$ cat src/rtl/ddr_fetch_pkg.sv
// Shared defaults, FSM encoding and base-address helper for the DDR line prefetch engine.
package ddr_fetch_pkg;

    localparam int DEF_WORDS_PER_LINE  = 320;
    localparam int DEF_FIFO_DEPTH      = 64;
    localparam int DEF_MAX_OUTSTANDING = 4;
    localparam int DEF_ADDR_W          = 22;
    localparam int DEF_LINE_W          = 10;

    typedef enum logic [1:0] {
        ST_IDLE  = 2'd0,
        ST_ISSUE = 2'd1,
        ST_STALL = 2'd2,
        ST_DRAIN = 2'd3
    } fetch_state_t;

    // Word address of the first word of a frame-buffer line.
    function automatic logic [31:0] line_base(input logic [31:0] line_sel, input logic [31:0] wpl);
        return line_sel * wpl;
    endfunction

endpackage

$ cat src/rtl/ddr_fetch_fifo.sv
// First-word fall-through FIFO with synchronous flush and occupancy output.
module ddr_fetch_fifo
    import ddr_fetch_pkg::*;
#(
    parameter int DEPTH = DEF_FIFO_DEPTH,
    parameter int WIDTH = 32
) (
    input  logic                       clk,
    input  logic                       rst,
    input  logic                       flush,
    input  logic                       wr_en,
    input  logic [WIDTH-1:0]           wr_data,
    input  logic                       rd_en,
    output logic [WIDTH-1:0]           rd_data,
    output logic                       not_empty,
    output logic [$clog2(DEPTH):0]     level
);

    localparam int PTR_W = $clog2(DEPTH);
    localparam logic [PTR_W-1:0] PTR_ONE = PTR_W'(1);
    localparam logic [PTR_W:0]   LVL_ONE = (PTR_W + 1)'(1);

    logic [WIDTH-1:0] mem_r [DEPTH];
    logic [PTR_W-1:0] wr_ptr_r;
    logic [PTR_W-1:0] rd_ptr_r;
    logic [PTR_W:0]   level_r;
    logic             rd_fire_s;

    assign rd_fire_s = rd_en && not_empty;
    assign not_empty = (level_r != {(PTR_W + 1){1'b0}});
    assign rd_data   = mem_r[rd_ptr_r];
    assign level     = level_r;

    // storage array, written on every accepted push
    always_ff @(posedge clk) begin
        if (wr_en && !flush) begin
            mem_r[wr_ptr_r] <= wr_data;
        end
    end

    // pointers and occupancy; a flush empties the queue in one cycle
    always_ff @(posedge clk) begin
        if (rst || flush) begin
            wr_ptr_r <= {PTR_W{1'b0}};
            rd_ptr_r <= {PTR_W{1'b0}};
            level_r  <= {(PTR_W + 1){1'b0}};
        end else begin
            if (wr_en) begin
                wr_ptr_r <= wr_ptr_r + PTR_ONE;
            end
            if (rd_fire_s) begin
                rd_ptr_r <= rd_ptr_r + PTR_ONE;
            end
            case ({wr_en, rd_fire_s})
                2'b10:   level_r <= level_r + LVL_ONE;
                2'b01:   level_r <= level_r - LVL_ONE;
                default: level_r <= level_r;
            endcase
        end
    end

endmodule

$ cat src/rtl/ddr_line_fetch.sv
// Scanline prefetch engine: credit-limited DDR read issue feeding a FWFT pixel FIFO.
// Build option DDR_FETCH_DOUBLE_SCAN_EN fetches frame-buffer line lineNum>>1 (line doubling).
module ddr_line_fetch
    import ddr_fetch_pkg::*;
#(
    parameter int WORDS_PER_LINE  = DEF_WORDS_PER_LINE,
    parameter int FIFO_DEPTH      = DEF_FIFO_DEPTH,
    parameter int MAX_OUTSTANDING = DEF_MAX_OUTSTANDING,
    parameter int ADDR_W          = DEF_ADDR_W,
    parameter int LINE_W          = DEF_LINE_W
) (
    input  logic                          clk133_p,
    input  logic                          rst,
    input  logic                          lineStart,
    input  logic [LINE_W-1:0]             lineNum,
    output logic                          reqValid,
    output logic [ADDR_W-1:0]             reqAddr,
    input  logic                          reqReady,
    input  logic                          readValid,
    input  logic [31:0]                   readData,
    output logic                          pixValid,
    output logic [31:0]                   pixData,
    input  logic                          pixPop,
    output logic [$clog2(FIFO_DEPTH):0]   fifoLevel,
    output logic                          underflow,
    output logic                          lineDone
);

    localparam int LVL_W = $clog2(FIFO_DEPTH) + 1;
    localparam int OUT_W = $clog2(MAX_OUTSTANDING + 1);
    localparam int IDX_W = $clog2(WORDS_PER_LINE + 1);
    localparam int SUM_W = LVL_W + 1;
    localparam logic [IDX_W-1:0] LAST_IDX  = IDX_W'(WORDS_PER_LINE - 1);
    localparam logic [IDX_W-1:0] IDX_ONE   = IDX_W'(1);
    localparam logic [IDX_W-1:0] IDX_ZERO  = IDX_W'(0);
    localparam logic [OUT_W-1:0] OUT_ONE   = OUT_W'(1);
    localparam logic [OUT_W-1:0] OUT_ZERO  = OUT_W'(0);
    localparam logic [OUT_W-1:0] OUT_MAX   = OUT_W'(MAX_OUTSTANDING);
    localparam logic [LVL_W-1:0] LVL_ONE   = LVL_W'(1);
    localparam logic [LVL_W-1:0] LVL_ZERO  = LVL_W'(0);
    localparam logic [SUM_W-1:0] SUM_DEPTH = SUM_W'(FIFO_DEPTH);

    fetch_state_t      state_r, state_nxt_s;
    logic [IDX_W-1:0]  word_idx_r, word_idx_nxt_s;
    logic [IDX_W-1:0]  rx_idx_r, rx_idx_nxt_s;
    logic [OUT_W-1:0]  outstanding_r, outstanding_nxt_s;
    logic [OUT_W-1:0]  discard_r, discard_nxt_s;
    logic [ADDR_W-1:0] base_r, base_nxt_s, line_base_s;
    logic [ADDR_W-1:0] req_addr_r, req_addr_nxt_s;
    logic              req_valid_r, req_valid_nxt_s;
    logic              underflow_r, underflow_nxt_s;
    logic              line_done_r, line_done_nxt_s;
    logic [LVL_W-1:0]  level_nxt_s;
    logic [LINE_W-1:0] line_sel_s;
    logic              hs_s, rv_s, drop_s, wr_en_s, rd_en_s, credit_ok_s, pix_valid_s;

`ifdef DDR_FETCH_DOUBLE_SCAN_EN
    assign line_sel_s = {1'b0, lineNum[LINE_W-1:1]};
`else
    assign line_sel_s = lineNum;
`endif
    assign line_base_s = ADDR_W'(line_base(32'(line_sel_s), 32'(WORDS_PER_LINE)));

    // A beat with nothing outstanding is ignored so the counters can never wrap below zero.
    assign hs_s    = req_valid_r && reqReady;
    assign rv_s    = readValid && (outstanding_r != OUT_ZERO);
    assign drop_s  = rv_s && (discard_r != OUT_ZERO);
    assign wr_en_s = rv_s && !drop_s && !lineStart;
    assign rd_en_s = pixPop && pix_valid_s && !lineStart;

    // next values of counters, FIFO level and the credit decision derived from them
    always_comb begin
        outstanding_nxt_s = outstanding_r;
        if (hs_s && !rv_s) begin
            outstanding_nxt_s = outstanding_r + OUT_ONE;
        end else if (!hs_s && rv_s) begin
            outstanding_nxt_s = outstanding_r - OUT_ONE;
        end else begin
            outstanding_nxt_s = outstanding_r;
        end

        // on restart every beat still in flight belongs to the abandoned line
        discard_nxt_s = discard_r;
        if (lineStart) begin
            discard_nxt_s = outstanding_nxt_s;
        end else if (drop_s) begin
            discard_nxt_s = discard_r - OUT_ONE;
        end else begin
            discard_nxt_s = discard_r;
        end

        level_nxt_s = fifoLevel;
        if (lineStart) begin
            level_nxt_s = LVL_ZERO;
        end else if (wr_en_s && !rd_en_s) begin
            level_nxt_s = fifoLevel + LVL_ONE;
        end else if (!wr_en_s && rd_en_s) begin
            level_nxt_s = fifoLevel - LVL_ONE;
        end else begin
            level_nxt_s = fifoLevel;
        end

        credit_ok_s = (({1'b0, level_nxt_s} + SUM_W'(outstanding_nxt_s)) < SUM_DEPTH)
                      && (outstanding_nxt_s < OUT_MAX);

        word_idx_nxt_s = word_idx_r;
        base_nxt_s     = base_r;
        rx_idx_nxt_s   = rx_idx_r;
        if (lineStart) begin
            word_idx_nxt_s = IDX_ZERO;
            base_nxt_s     = line_base_s;
            rx_idx_nxt_s   = IDX_ZERO;
        end else begin
            word_idx_nxt_s = hs_s ? (word_idx_r + IDX_ONE) : word_idx_r;
            base_nxt_s     = base_r;
            rx_idx_nxt_s   = wr_en_s ? (rx_idx_r + IDX_ONE) : rx_idx_r;
        end

        underflow_nxt_s = underflow_r || (pixPop && !pix_valid_s);
    end

    // FSM next state; credit only shrinks on a handshake, so a held request stays legal
    always_comb begin
        state_nxt_s = state_r;
        if (lineStart) begin
            state_nxt_s = credit_ok_s ? ST_ISSUE : ST_STALL;
        end else begin
            case (state_r)
                ST_IDLE:  state_nxt_s = ST_IDLE;
                ST_ISSUE: begin
                    if (hs_s && (word_idx_r == LAST_IDX)) begin
                        state_nxt_s = ST_DRAIN;
                    end else begin
                        state_nxt_s = credit_ok_s ? ST_ISSUE : ST_STALL;
                    end
                end
                ST_STALL: state_nxt_s = credit_ok_s ? ST_ISSUE : ST_STALL;
                ST_DRAIN: state_nxt_s = (outstanding_r == OUT_ZERO) ? ST_IDLE : ST_DRAIN;
                default:  state_nxt_s = ST_IDLE;
            endcase
        end
    end

    // FSM outputs, computed one cycle ahead and registered
    always_comb begin
        req_valid_nxt_s = (state_nxt_s == ST_ISSUE);
        if (req_valid_nxt_s) begin
            req_addr_nxt_s = base_nxt_s + ADDR_W'(word_idx_nxt_s);
        end else begin
            req_addr_nxt_s = req_addr_r;
        end
        line_done_nxt_s = wr_en_s && (rx_idx_r == LAST_IDX);
    end

    // FSM state register
    always_ff @(posedge clk133_p) begin
        if (rst) begin
            state_r <= ST_IDLE;
        end else begin
            state_r <= state_nxt_s;
        end
    end

    // counters and registered outputs
    always_ff @(posedge clk133_p) begin
        if (rst) begin
            word_idx_r    <= IDX_ZERO;
            rx_idx_r      <= IDX_ZERO;
            outstanding_r <= OUT_ZERO;
            discard_r     <= OUT_ZERO;
            base_r        <= {ADDR_W{1'b0}};
            req_addr_r    <= {ADDR_W{1'b0}};
            req_valid_r   <= 1'b0;
            underflow_r   <= 1'b0;
            line_done_r   <= 1'b0;
        end else begin
            word_idx_r    <= word_idx_nxt_s;
            rx_idx_r      <= rx_idx_nxt_s;
            outstanding_r <= outstanding_nxt_s;
            discard_r     <= discard_nxt_s;
            base_r        <= base_nxt_s;
            req_addr_r    <= req_addr_nxt_s;
            req_valid_r   <= req_valid_nxt_s;
            underflow_r   <= underflow_nxt_s;
            line_done_r   <= line_done_nxt_s;
        end
    end

    ddr_fetch_fifo #(
        .DEPTH (FIFO_DEPTH),
        .WIDTH (32)
    ) u_fifo (
        .clk       (clk133_p),
        .rst       (rst),
        .flush     (lineStart),
        .wr_en     (wr_en_s),
        .wr_data   (readData),
        .rd_en     (rd_en_s),
        .rd_data   (pixData),
        .not_empty (pix_valid_s),
        .level     (fifoLevel)
    );

    assign pixValid  = pix_valid_s;
    assign reqValid  = req_valid_r;
    assign reqAddr   = req_addr_r;
    assign underflow = underflow_r;
    assign lineDone  = line_done_r;

endmodule

$ cat config.mk
export PLATFORM = sky130hd
export DESIGN_NAME = ddr_line_fetch
export DESIGN_NICKNAME = d
export VERILOG_FILES = /design/src/rtl/ddr_fetch_pkg.sv /design/src/rtl/ddr_fetch_fifo.sv /design/src/rtl/ddr_line_fetch.sv
export SDC_FILE = /design/constraint.sdc
export NUM_CORES = 2
export LEC_CHECK = 0
export CAP_MARGIN = 25
export CORE_ASPECT_RATIO = 1.1
export CORE_MARGIN = 5
export CORE_UTILIZATION = 55
export CTS_CLUSTER_SIZE = 8
export DETAILED_ROUTE_END_ITERATION = 12
export PLACE_DENSITY = 0.71
export REMOVE_ABC_BUFFERS = 1
export SLEW_MARGIN = 20
export SYNTH_ARGS = -nofsm -noshare
export SYNTH_HDL_FRONTEND = slang
export SYNTH_SLANG_ARGS = --single-unit
$ cat constraint.sdc
create_clock -name clk133_p -period 12.85 [get_ports clk133_p]
set_input_delay 3.2125 -clock clk133_p [delete_from_list [all_inputs] [get_ports clk133_p]]
set_output_delay 3.2125 -clock clk133_p [all_outputs]
set_load 0.01 [all_outputs]
Yosys cells after proc, flatten, opt, wreduce, memory -nomap -nowiden
Memories as Yosys holds them, arrays and structs flattened. A register that Yosys moved wholly into a read port is not among the register bits.
Index checks and enable logic that the tools add are counted.
{"block": "totals", "register_bits": 92, "ram_bits": 2048, "output_inout_bits": 65, "wordCells": 90, "mem_count": 1}
{"block": "classes", "n_addsub": 11, "multipliers": 1, "order_cmp": 2, "eq_ne": 8, "n_mux": 20, "reduce_logical": 34}
{"name": "u_fifo.mem_r", "words": 64, "width": 32, "rd": 1, "rd_clocked_by_memory_dff": 1, "write_ports": 1, "line_no": "ddr_fetch_fifo.sv:23", "rtl": "logic [WIDTH-1:0] mem_r [DEPTH];"}
{"operator": "adder 22 x 9 -> 22 bit", "count": 1}
{"operator": "two-way mux 22 bit", "count": 1}
{"operator": "two-way mux 7 bit", "count": 3}
{"operator": "adder 9 x 1 -> 9 bit, second input constant", "count": 2}
{"operator": "equality test 9 bit, second input constant", "count": 2}
{"operator": "two-way mux 9 bit", "count": 2}
{"operator": "logical AND 1 bit", "count": 17}
{"operator": "case mux 7 bit (2 select lines)", "count": 1}
{"operator": "multiplier 10 x 3 -> 13 bit, second input constant", "count": 1}
{"operator": "adder 6 x 1 -> 6 bit, second input constant", "count": 2}
{"operator": "two-way mux 3 bit", "count": 4}
{"operator": "two-way mux 6 bit", "count": 2}
{"operator": "adder 7 x 3 -> 8 bit", "count": 1}
{"operator": "< comparator 8 x 7 -> 1 bit, second input constant", "count": 1}
{"operator": "two-way mux 2 bit", "count": 4}
{"operator": "case mux 2 bit (4 select lines)", "count": 1}
{"operator": "adder 7 x 1 -> 7 bit, second input constant", "count": 1}
{"operator": "logical NOT 1 bit", "count": 7}
{"operator": "nonzero test 7 bit", "count": 1}
{"operator": "subtractor 7 x 1 -> 7 bit, second input constant", "count": 1}
{"operator": "equality test 2 x 1 -> 1 bit, second input constant", "count": 3}
{"operator": "equality test 2 bit, second input constant", "count": 3}
{"operator": "nonzero test 3 bit", "count": 2}
{"operator": "subtractor 3 x 1 -> 3 bit, second input constant", "count": 2}
{"operator": "other kinds (8)", "count": 11}

Depth between registers and ports, before layout
{"block": "logic_depth", "ltp_word": 19, "ltp_mapped": 17, "depth_no_buf": 15}

Cells and area by module
Synthesis repeated with hierarchy kept, for this count alone.
{"block": "unflattened", "cells_unflattened": 4011, "area_unflattened_um2": 84074.4}
{"mod": "ddr_fetch_fifo", "n_inst": 1, "cells_per_inst": 3474, "area_per_inst_um2": 79535.0, "seq_area_each_um2": 61999.5}
{"mod": "ddr_line_fetch", "n_inst": 1, "cells_per_inst": 537, "area_per_inst_um2": 4539.4, "seq_area_each_um2": 1461.4}

Worst setup path after synthesis
Ideal clock, no wire load.
{"block": "synth_path", "path_kind": "input to register", "startpoint": "input lineStart", "endpoint": "register req_addr_r[16] (netlist: reqAddr[16])", "t_arrival_ps": 6941, "t_required_ps": 12729, "slack_ps": 5788, "stages": 17, "n_path_buf": 5, "cell_sequence": "buf_2 buf_1 clkbuf_1 clkbuf_1 clkbuf_1 nor2_1 ha_1 inv_1 fa_1 nor2b_1 o31a_1 o31a_1 o41ai_1 nor4_1 xnor2_1 nor2_1 mux2_2"}
{"block": "synth_between", "elab_cells_between_ends": 21}
{"element": "from (decl)", "line_no": "ddr_line_fetch.sv:14", "rtl": "input logic lineStart,"}
{"element": "two-way mux 9 bit", "line_no": "ddr_line_fetch.sv:109", "rtl": "if (lineStart) begin"}
{"element": "named net word_idx_nxt_s[0]", "line_no": "ddr_line_fetch.sv:44", "rtl": "logic [IDX_W-1:0] word_idx_r, word_idx_nxt_s;"}
{"element": "adder 22 x 9 -> 22 bit", "line_no": "ddr_line_fetch.sv:148", "rtl": "req_addr_nxt_s = base_nxt_s + ADDR_W'(word_idx_nxt_s);"}
{"element": "to (signal assigned)", "line_no": "ddr_line_fetch.sv:172", "rtl": "req_addr_r <= {ADDR_W{1'b0}};"}
{"element": "to (signal assigned)", "line_no": "ddr_line_fetch.sv:182", "rtl": "req_addr_r <= req_addr_nxt_s;"}
{"element": "to (decl)", "line_no": "ddr_line_fetch.sv:49", "rtl": "logic [ADDR_W-1:0] req_addr_r, req_addr_nxt_s;"}
The timed path passes the listed nets, and every way through them passes these cells.
A chain may end at the register's enable or synchronous reset.

==> impl_metrics.yaml <==
run_status:
  outcome: "finished, final reports clean"
detailed_routing:
  vias_per_cell: 6.81
  drtIter0Drc: 5556
  dr.pass1.iters: 5
  drc_errors: 0
  vias: 41100
  routed_wl_mm: 213
  final_antenna_net_count: 0
  avgRoutedWirePerCell_um: 35.4
critical_path:
  crit_path_max_incr_delay_ns: 0.69
  path_cells: "buf_4, buf_4, mux4_2, mux4_2, mux2i_1, o21ai_0, clkdlybuf4s50_1"
  cp_slowest_cell: "mux2i_1"
  required_ns: 9.64
  worstPathArrival_ns: 5.34
  crit_path_end_kind: "output port"
  crit_type: "flip-flop to output port"
  cp-start-kind: "flip-flop"
  worstPathMaxFanout: 28
timing:
  period_share: 0.666
  finClkSkew_ns: 0.0548
  hold_viol_final: 0
  worst_pin_slew_ns: 1.14
  max_slew_margin: 0.238
  fin_tns_setup_ns: 0
  slew_violations: 0
  finalSetupViolations: 0
  fmax_mhz: 117
  finalCriticalPeriod_ns: 8.56
  rsz0062_at_grt: "no"
layout:
  drive_above_1_share: 0.306
  seq_area_sq_um: 63500
  multiInputGateArea_sq_um: 19500
  final_nets: 4074
  final_core_util: 0.640
  final.fill_count: 9576
  fin_cells: 6029
  syn2layout_area_growth_pct: 15.4
  final_area_sq_um: 96100
global_route:
  grt_pass1_vias: 42100
  grt_pass1_wl_mm: 305
  antenna_found_initial: 10
  overflow: 0
  grtUsageMet3: 0.0623
  gr-usage-met2: 0.440
  track_usage: 0.269
  grt_most_used_layer: "met2"
  grt_max_degree: 153
  grtUsageMet1: 0.370
synthesis:
  ys_seq_area_frac: 0.762
  syn_area_per_cell_sq_um: 22.9
  async_reset_ff_frac: 0
  synth_seq_cells: 2146
  synth_area_sq_um: 83300
  synth_warnings: 0
  synth_edf_count: 2048
  synth_cell_types: 70
  synth_flop_cell: "edfxtp_1"
  postSynthCellCount: 3638
die:
  start_util: 0.554
  core_sq_um: 150000
  die_height_um: 418
  die_width_um: 381
  io_pins: 113
  num_rows: 149
  die_area_sq_um: 159000
place:
  io_buffer_count: 112
  dp.cells: 5615
  routabilityCongestion: 0.807
  dp_hpwl_mm: 111
  place_area_sq_um: 87300
cts:
  post_cts_buffers: 0
  cts_inserted_buffers: 318
  root_buffer: "clkbuf_16"
  cts_hold_buffers: 0
  cts_tree: "yes"
  clk_latency_ns: 0.92
  clockBufferDepth: 4
  post_cts_resized: 0
  clk_pin_slew_ns: 0.05
  h-tree-depth: 5
  cts.sinks: 2146
pwr:
  powerDensity_nw_per_um2: 162
  ir_drop_mv: 0.140
  leakage_nw: 29.2
flow_run:
  cap_violations: 0
worst_hold_path:
  hold_class: "flip-flop to flip-flop"
## stage by stage
step	total power, mW	hold slack (ns)	worst slack (ns)
after CTS	15.6	0.452	4.26
final	15.6	0.450	4.29
after global routing	16.0	0.466	4.11
after floorplan	8.18	0.421	-13.03
after global placement	8.40	0.434	5.20
after detailed placement	8.41	0.439	5.16
## power by group
part           switching, mW  leakage, nW  total [mW]  internal, mW
registers             0.0213         19.2        7.73          7.71
logic                  0.347         5.89       0.558         0.210
clock network           2.76         4.15        7.27          4.51
total                   3.13         29.2        15.6          12.4
## sequential cells by signal, summed over array words and instances (netlist names), named ones only
name	cells
u_fifo.mem_r	2048
base_r	22
reqAddr	22
rx_idx_r	9
word_idx_r	9
u_fifo.level	7
u_fifo.rd_ptr_r	6
u_fifo.wr_ptr_r	6
discard_r	3
outstanding_r	3
state_r	2
lineDone	1
reqValid	1
underflow	1
## synth_stat cells (all sizes together), types with 8 or more instances
library cell,instances,area share
a211oi,20,0.0018
a21oi,24,0.0016
a31oi,8,0.00060
and2,18,0.0014
and3,10,0.00075
buf,78,0.0040
clkbuf,114,0.0051
dfxtp,98,0.024
edfxtp,2048,0.74
ha,40,0.0060
inv,20,0.00090
mux2,15,0.0020
mux2i,19,0.0023
mux4,667,0.18
nand2,60,0.0027
nand3,21,0.0013
nand4,9,0.00086
nor2,151,0.0068
nor2b,19,0.0014
nor3,22,0.0014
o21ai,28,0.0017
or3,12,0.00090
xnor2,24,0.0025
xor2,24,0.0025
## routing by layer
| layer | share of wire | wire (um) |
|---|---|---|
| met4 | 0.033 | 6960 |
| met5 | 0.00019 | 41 |
| met3 | 0.10 | 21600 |
| met2 | 0.50 | 106000 |
| met1 | 0.37 | 79000 |
## final cells by class
cell class | instances | share of cell area
Clock inverter | 8 | 0.000950
Timing Repair Buffer | 218 | 0.0218
Inverter | 21 | 0.000820
Tap cell | 1963 | 0.0256
Sequential cell | 2146 | 0.660
Antenna cell | 4 | 0.000104
Clock buffer | 390 | 0.0876
Multi-Input combinational cell | 1279 | 0.203
## placed cells by master, fill, tap and decap left out, types with 7 or more instances in the layout
cell             instances
nand4_1                  8
xnor2_1                 24
buf_2                   19
clkdlybuf4s50_1         78
nand3_1                 21
and3_1                  10
a21oi_1                 23
mux2_2                  15
nor2_4                  64
dfxtp_1                 92
buf_12                  21
inv_1                   20
and2_1                  17
or3_1                   12
xor2_1                  24
a31oi_1                  8
nor2b_1                 19
clkbuf_1                63
mux4_2                 667
mux2i_1                 19
o21ai_0                 26
a211oi_1                20
edfxtp_1              2048
nor3_1                  21
o21a_1                   7
nand2_1                 60
buf_4                   97
nor2_1                  87
clkbuf_16              327
ha_1                    40
## logic make-up after synthesis
| family | share of synthesized area |
|---|---|
| AOI/OAI and AO/OA | 0.0111 |
| buffers and inverters | 0.0101 |
| DFF | 0.762 |
| xor gates and xnor gates | 0.00505 |
| adders and majority gates | 0.00649 |
| and+or+nand+nor | 0.0209 |
| muxes | 0.185 |
## final timing paths
| check | start | endpoint | slack, ns | depth (start not counted) |
|---|---|---|---|---|
| setup / recovery | flip-flop | pixData[22] | 4.29 | 7 |
| setup reg to reg | outstanding_r[1]$_SDFF_PP0_ | u_fifo.mem_r[3][13]$_DFFE_PP_ | 7.72 | 11 |
| hold / removal | base_r[0]$_SDFF_PP0_ | base_r[0]$_SDFF_PP0_ | 0.45 | 1 |
| hold reg to reg | base_r[0]$_SDFF_PP0_ | base_r[0]$_SDFF_PP0_ | 0.45 | 1 |
## critical path: cells and delay by family, from the launching register on
kind,cells,cell delay [ns]
buffers and inverters,3,1.74
multiplexers,3,1.73
flip-flops,1,0.52
AO/OA/AOI/OAI,1,0.37
No activity file was read; power rests on OpenSTA's default activity.
